`config.mk`:
```
export PLATFORM = sky130hd
export DESIGN_NAME = inst_sram_port_arbiter
export DESIGN_NICKNAME = d
export VERILOG_FILES = /design/src/rtl/soc_mem_arb_pkg.sv /design/src/rtl/arb_owner_fifo.sv /design/src/rtl/inst_sram_port_arbiter.sv
export SDC_FILE = /design/constraint.sdc
export NUM_CORES = 1
export LEC_CHECK = 0
export CORE_AREA = 2 2 109 111
export DETAILED_ROUTE_END_ITERATION = 10
export DIE_AREA = 0 0 111 113
export GPL_TIMING_DRIVEN = 0
export PLACE_DENSITY = 0.69
export SLEW_MARGIN = 5
export SYNTH_ARGS = -nofsm -noshare
export SYNTH_HDL_FRONTEND = slang
export SYNTH_SLANG_ARGS = --single-unit
```
`constraint.sdc`:
```
create_clock -name clk_i -period 2.2 [get_ports clk_i]
set_clock_uncertainty 0.05 [all_clocks]
set_input_delay 0.44 -clock clk_i [delete_from_list [all_inputs] [get_ports clk_i]]
set_output_delay 0.44 -clock clk_i [all_outputs]
set_load 0.05 [all_outputs]
```
`src/rtl/soc_mem_arb_pkg.sv`:
```
// Shared types for the instruction SRAM port arbiter: port index and lock FSM states.
package soc_mem_arb_pkg;

    // Largest supported requester count; the port index is sized to cover it.
    localparam int MAX_REQ    = 4;
    localparam int PORT_IDX_W = (MAX_REQ > 1) ? $clog2(MAX_REQ) : 1;

    typedef logic [PORT_IDX_W-1:0] port_idx_t;

    typedef enum logic {
        ST_IDLE   = 1'b0,
        ST_LOCKED = 1'b1
    } arb_state_e;

endpackage

```
`src/rtl/arb_owner_fifo.sv`:
```
// Owner FIFO: remembers which port issued each accepted SRAM transaction, in order.
module arb_owner_fifo
    import soc_mem_arb_pkg::*;
#(
    parameter int DEPTH = 2
) (
    input  logic      i_clk,
    input  logic      i_rst_n,
    input  logic      i_push,
    input  port_idx_t i_idx,
    input  logic      i_pop,
    output logic      o_full,
    output logic      o_empty,
    output port_idx_t o_head
);

    localparam int PTR_W = (DEPTH > 1) ? $clog2(DEPTH) : 1;
    localparam int CNT_W = $clog2(DEPTH + 1);

    port_idx_t        r_mem [DEPTH];
    logic [PTR_W-1:0] r_wptr;
    logic [PTR_W-1:0] r_rptr;
    logic [CNT_W-1:0] r_count;

    logic w_do_push;
    logic w_do_pop;

    assign o_full    = (r_count == CNT_W'(DEPTH));
    assign o_empty   = (r_count == '0);
    assign o_head    = r_mem[r_rptr];
    assign w_do_push = i_push & ~o_full;
    assign w_do_pop  = i_pop & ~o_empty;

    function automatic logic [PTR_W-1:0] ptr_inc(input logic [PTR_W-1:0] p);
        return (p == PTR_W'(DEPTH - 1)) ? '0 : p + PTR_W'(1);
    endfunction

    // Storage write; contents are don't-care while empty so no reset is needed.
    always_ff @(posedge i_clk) begin
        if (w_do_push) r_mem[r_wptr] <= i_idx;
    end

    // Pointers and occupancy; simultaneous push and pop leave the count unchanged.
    always_ff @(posedge i_clk or negedge i_rst_n) begin
        if (!i_rst_n) begin
            r_wptr  <= '0;
            r_rptr  <= '0;
            r_count <= '0;
        end else begin
            if (w_do_push) r_wptr <= ptr_inc(r_wptr);
            if (w_do_pop)  r_rptr <= ptr_inc(r_rptr);
            case ({w_do_push, w_do_pop})
                2'b10:   r_count <= r_count + CNT_W'(1);
                2'b01:   r_count <= r_count - CNT_W'(1);
                default: r_count <= r_count;
            endcase
        end
    end

endmodule

```
`src/rtl/inst_sram_port_arbiter.sv`:
```
// Single-port instruction SRAM arbiter: starvation-aware priority, lock while a
// request waits for grant, and in-order response routing via the owner FIFO.
module inst_sram_port_arbiter
    import soc_mem_arb_pkg::*;
#(
    parameter int NUM_REQ         = 2,
    parameter int ADDR_WIDTH      = 32,
    parameter int DATA_WIDTH      = 32,
    parameter int MAX_OUTSTANDING = 2,
    parameter int MAX_WAIT        = 8
) (
    input  logic                                 clk_i,
    input  logic                                 reset_ni,
    input  logic [NUM_REQ-1:0]                   req_i,
    input  logic [NUM_REQ-1:0]                   we_i,
    input  logic [NUM_REQ-1:0][ADDR_WIDTH-1:0]   addr_i,
    input  logic [NUM_REQ-1:0][DATA_WIDTH/8-1:0] be_i,
    input  logic [NUM_REQ-1:0][DATA_WIDTH-1:0]   wdata_i,
    output logic [NUM_REQ-1:0]                   gnt_o,
    output logic [NUM_REQ-1:0]                   rvalid_o,
    output logic [DATA_WIDTH-1:0]                rdata_o,
    output logic                                 mem_req_o,
    output logic                                 mem_we_o,
    output logic [ADDR_WIDTH-1:0]                mem_addr_o,
    output logic [DATA_WIDTH/8-1:0]              mem_be_o,
    output logic [DATA_WIDTH-1:0]                mem_wdata_o,
    input  logic                                 mem_gnt_i,
    input  logic                                 mem_rvalid_i,
    input  logic [DATA_WIDTH-1:0]                mem_rdata_i,
    output logic                                 err_o
);

    localparam int BE_W   = DATA_WIDTH / 8;
    localparam int WCNT_W = $clog2(MAX_WAIT + 1);

    arb_state_e r_state;
    arb_state_e w_state_nxt;
    port_idx_t  r_lock_idx;
    port_idx_t  w_lock_nxt;
    logic       r_err;

    logic [NUM_REQ-1:0][WCNT_W-1:0] r_wait_cnt;
    logic [NUM_REQ-1:0]             w_starved;

    port_idx_t              w_pick_idx;
    port_idx_t              w_sel_idx;
    logic                   w_sel_req;
    logic                   w_sel_we;
    logic [ADDR_WIDTH-1:0]  w_sel_addr;
    logic [BE_W-1:0]        w_sel_be;
    logic [DATA_WIDTH-1:0]  w_sel_wdata;

    logic      w_mem_req;
    logic      w_push;
    logic      w_pop;
    logic      w_full;
    logic      w_empty;
    port_idx_t w_head;

    // A port is starved once it has waited MAX_WAIT cycles while requesting.
    for (genvar g = 0; g < NUM_REQ; g++) begin : g_starve
        assign w_starved[g] = req_i[g] && (r_wait_cnt[g] == WCNT_W'(MAX_WAIT));
    end

    // Winner in IDLE: lowest starved port, otherwise lowest requesting port.
    always_comb begin
        w_pick_idx = '0;
        for (int i = NUM_REQ - 1; i >= 0; i--) begin
            if (req_i[i]) w_pick_idx = port_idx_t'(i);
        end
        for (int i = NUM_REQ - 1; i >= 0; i--) begin
            if (w_starved[i]) w_pick_idx = port_idx_t'(i);
        end
    end

    // While LOCKED the latched port is forwarded so the command cannot change before grant.
    assign w_sel_idx = (r_state == ST_LOCKED) ? r_lock_idx : w_pick_idx;

    // Command mux from the selected port.
    always_comb begin
        w_sel_req   = 1'b0;
        w_sel_we    = 1'b0;
        w_sel_addr  = '0;
        w_sel_be    = '0;
        w_sel_wdata = '0;
        for (int i = 0; i < NUM_REQ; i++) begin
            if (w_sel_idx == port_idx_t'(i)) begin
                w_sel_req   = req_i[i];
                w_sel_we    = we_i[i];
                w_sel_addr  = addr_i[i];
                w_sel_be    = be_i[i];
                w_sel_wdata = wdata_i[i];
            end
        end
    end

    // Reset gates the request path so every output reads 0 the moment reset asserts,
    // even if requesters are still holding req. A full FIFO blocks issue outright;
    // a same-cycle pop does not reopen it, keeping the issue path off the rvalid path.
    assign w_mem_req = w_sel_req & ~w_full & reset_ni;
    assign w_push    = w_mem_req & mem_gnt_i;
    assign w_pop     = mem_rvalid_i & ~w_empty;

    assign mem_req_o   = w_mem_req;
    assign mem_we_o    = w_mem_req & w_sel_we;
    assign mem_addr_o  = w_mem_req ? w_sel_addr  : '0;
    assign mem_be_o    = w_mem_req ? w_sel_be    : '0;
    assign mem_wdata_o = w_mem_req ? w_sel_wdata : '0;

    // Grant and response decode; rdata is zeroed when no response is routed.
    for (genvar g = 0; g < NUM_REQ; g++) begin : g_route
        assign gnt_o[g]    = w_push && (w_sel_idx == port_idx_t'(g));
        assign rvalid_o[g] = w_pop && (w_head == port_idx_t'(g));
    end
    assign rdata_o = w_pop ? mem_rdata_i : '0;
    assign err_o   = r_err;

    // Per-port wait counter: counts ungranted request cycles, saturating at MAX_WAIT.
    for (genvar g = 0; g < NUM_REQ; g++) begin : g_wait
        always_ff @(posedge clk_i or negedge reset_ni) begin
            if (!reset_ni) begin
                r_wait_cnt[g] <= '0;
            end else if (gnt_o[g]) begin
                r_wait_cnt[g] <= '0;
            end else if (req_i[g] && (r_wait_cnt[g] != WCNT_W'(MAX_WAIT))) begin
                r_wait_cnt[g] <= r_wait_cnt[g] + WCNT_W'(1);
            end
        end
    end

    // Lock FSM state register.
    always_ff @(posedge clk_i or negedge reset_ni) begin
        if (!reset_ni) begin
            r_state    <= ST_IDLE;
            r_lock_idx <= '0;
        end else begin
            r_state    <= w_state_nxt;
            r_lock_idx <= w_lock_nxt;
        end
    end

    // Lock FSM next state: latch the winner when the SRAM stalls, release on grant.
    always_comb begin
        w_state_nxt = r_state;
        w_lock_nxt  = r_lock_idx;
        case (r_state)
            ST_IDLE: begin
                if (w_mem_req && !mem_gnt_i) begin
                    w_state_nxt = ST_LOCKED;
                    w_lock_nxt  = w_pick_idx;
                end
            end
            ST_LOCKED: begin
                if (mem_gnt_i) w_state_nxt = ST_IDLE;
            end
            default: w_state_nxt = ST_IDLE;
        endcase
    end

    // Sticky error on a response with nothing outstanding; that response is dropped.
    always_ff @(posedge clk_i or negedge reset_ni) begin
        if (!reset_ni)                     r_err <= 1'b0;
        else if (mem_rvalid_i && w_empty)  r_err <= 1'b1;
    end

    arb_owner_fifo #(
        .DEPTH (MAX_OUTSTANDING)
    ) u_owner_fifo (
        .i_clk   (clk_i),
        .i_rst_n (reset_ni),
        .i_push  (w_push),
        .i_idx   (w_sel_idx),
        .i_pop   (w_pop),
        .o_full  (w_full),
        .o_empty (w_empty),
        .o_head  (w_head)
    );

endmodule

```
==> out/qor.txt <==
Setup violators final -> 71
Core ar. -> 11,300 um2
Full die area -> 12,500 um2
Die height -> 113 um
Total of fill cells in the finished design -> 940
Final Cell Area -> 6950 um2
Synth area leader -> nand4_1
Slowest-stage cell, CP -> dfrtp_1
I/O pin count -> 283
Count of final hold-check violations -> 0
Worst-Skew Late Latency -> 250 ps
Area share of the largest cell type after synthesis -> 0.180
Initial antenna violation count -> 0
Pwr Density -> 880 nW/um2
Tmin final -> 2690 ps
Overflow after GRT -> 0
Pins Over Slew Limit -> 0
Crit path required time -> 1710 ps
First-pass GRT wire length -> 21.5 mm
Die X -> 111 um
Number of global-route vias before repair -> 4,142
Hold Path Class -> in -> async
Total track usage -> 0.209
Post-route ant nets -> 0
Final cycle utilization of the critical path -> 1.22
Failing checks -> negative setup slack
CTS tree -> yes
Seq. cell area -> 437 um2
Global routing met3 resource utilization -> 0.0514
DRC viols -> 0
Clock transition at path regs -> 50 ps
Max frequency -> 371 MHz
Met2 GRT Util -> 0.397
IO Port Bufs -> 282
Root buf cell -> clkbuf_16
DP Area -> 6240 um2
Hpwl dp -> 11.2 mm
Worst relative slew slack -> 0.631
Async SR Flop Fraction -> 0.882
CP Cell Sequence -> inv_2 -> ha_4 -> nand3b_1 -> a211o_1 -> buf_6 -> nand2_8 -> inv_8 -> buf_12 -> clkbuf_16 -> o21ai_4 -> buf_8
RSZ-0062 raised after global routing -> yes
Area used by multi-input combinational logic -> 2540 um2
Final Wtd Congestion -> 0.871
Crit. End Element -> output port
Finished Core Util -> 0.617
Synth cell types -> 36
Critical path arrival -> 2200 ps
Leakage power -> 2.75 nW
Met1 usage -> 0.234
Largest net degree at the start of global routing -> 17
Worst hold slack -> 40.1 ps
Worst path top cell family by delay -> buffers and inverters
P&R area growth vs syn -> 183%
Max incr delay on CP -> 390 ps
Top cells by area, synth -> nand4_1 18%, dfrtp_1 15%, nand2_1 11%
# nets final -> 862
Post-Syn Instances -> 368
Clock buffer depth -> 2
EDFF count, synth -> 2
Tot Pwr -> 6.12 mW
Synth warn -> 0
Num CTS Buffers -> 3
Busiest grt layer -> met2
Post-Syn Area -> 2460 um2
Routed wire length -> 14.0 mm
Initial DRC Count -> 77
Hold-fix buffers at CTS -> 0
Via Count -> 4,047
Worst-Margin Slew -> 554 ps
CP Buf/Inv Count -> 6
Outcome -> complete, but fails checks
Startpoint type of the worst setup path -> flip-flop
TritonCTS Sinks -> 17
Synthesized Nets -> 549
Post-route worst setup slack -> -492 ps
Vias/cell -> 4.92
Maxcap violations -> 0
Most frequent cells in the layout -> 173 x clkdlybuf4s50_1, 72 x nand2_1, 71 x buf_6, 71 x nand4_1, 67 x o21ai_4
Initial Utilization -> 0.218
# rows -> 39
Top FF cell, synth -> dfrtp_1
Antenna Cells -> 0
Seq/Total Area, Yosys -> 0.177
Worst Path Class, Setup -> reg -> out
H-tree depth -> 1
DR pass1 iterations -> 4
VDD IR max -> 0.000491 V
WL/cell -> 17.0 um
Commonest non-fill, non-tap cell in the layout -> clkdlybuf4s50_1
Synthesized flop and latch total -> 17
Mean Syn Cell Area -> 6.69 um2
Crit Path Max Fanout -> 7
Share of post-route cells with drive strength above 1 -> 0.390
==> path summary, 6_finish.rpt <==
check	start	to	slack, ps	depth (start not counted)
hold / removal	reset_ni	err_o$_DFFE_PN0P_	40	1
setup / recovery	r_wait_cnt[0]$_DFFE_PN0P_	mem_wdata_o[22]	-490	11
max in group asynchronous	reset_ni	r_state$_DFF_PN0_	1780	1
hold reg to reg	err_o$_DFFE_PN0P_	err_o$_DFFE_PN0P_	400	1
setup reg to reg	r_lock_idx[0]$_DFFE_PN0P_	u_owner_fifo.r_count[1]$_DFFE_PN0P_	90	9
min in group clk_i	err_o$_DFFE_PN0P_	err_o$_DFFE_PN0P_	400	1
==> cell families (layout without fill, tap and decap cells) <==
| group | after synthesis | after routing | share of synthesized area |
|---|---|---|---|
| muxes | 5 | 5 | 0.0214 |
| AOI/OAI and AO/OA | 83 | 83 | 0.204 |
| xor gates and xnor gates | 11 | 11 | 0.0391 |
| adders and majority gates | 5 | 5 | 0.0254 |
| and+or+nand+nor | 196 | 196 | 0.423 |
| DFF | 17 | 17 | 0.177 |
| buffers and inverters | 51 | 363 | 0.109 |
==> per-layer routing <==
layer | vias up | wire, um | part of all wire
met5 | - | 0 | 0
met4 | 0 | 277 | 0.020
met3 | 18 | 988 | 0.071
met2 | 187 | 7400 | 0.53
met1 | 1901 | 5300 | 0.38
li1 | 1941 | - | -
==> where the power goes <==
part           total (mW)  switching [mW]  internal, mW  leakage [nW]
clock network       0.372           0.129         0.244        0.0409
logic                5.18            2.99          2.19          2.51
registers           0.568           0.117         0.452         0.197
==> worst register-to-register path, stage by stage, from the launching register on <==
cell and delay, ps:
dfrtp_1 390, or3b_1 360, o2111a_1 160, buf_6 140, buf_4 130, buf_6 140, nand2_8 100, ha_1 260
nor2_1 140, xor2_1 170
==> layout make-up <==
cell class                 count  area share
timing repair buffer         309       0.465
clock buffer                   3      0.0108
tap                          143      0.0257
sequential                    17      0.0628
clock inverter                 1    0.000720
multi-input combinational    300       0.366
inverter                       7     0.00486
buffer                        43      0.0642
==> timing repair <==
item | in CTS | in global routing
resized for setup | 769 | 61
pin swaps | 20 | 17
gates cloned | 3 | 2
setup endpoints to repair | 121 | 106
buffers inserted | 17 | 6
==> synthesized netlist by cell type (2+ instances only) <==
cell	n
nand2_1	72
o21ai_2	10
mux2i_1	3
ha_1	5
buf_2	14
inv_1	6
nand3_1	2
a31oi_2	4
and2_1	32
nor2_1	9
o21ai_1	34
xnor2_1	6
a31oi_1	4
nor2b_1	2
o21ai_0	26
mux2_2	2
buf_6	8
xor2_1	5
dfrtp_1	15
edfxtp_1	2
nand3b_1	2
clkbuf_1	16
nand4_1	71
buf_1	6
==> metrics by stage <==
step           instances  setup slack [ps]  setup TNS [ps]
3_5_place_dp         793             -1960         -173640
6_report             823              -492          -30060
4_1_cts              817              -487          -30630
2_1_floorplan        368              -157          -10690
5_1_grt              823              -559          -34870
3_3_place_gp         793             -1910         -167490
==> state kept, by name, summed over array words and instances, names as in the netlist <==
signal	cells
u_owner_fifo.r_rptr	1
u_owner_fifo.r_wptr	1
r_state	1
err_o	1
u_owner_fifo.r_mem	2
u_owner_fifo.r_count	2
r_lock_idx	1
r_wait_cnt	8
No activity file was read; power rests on OpenSTA's default activity.
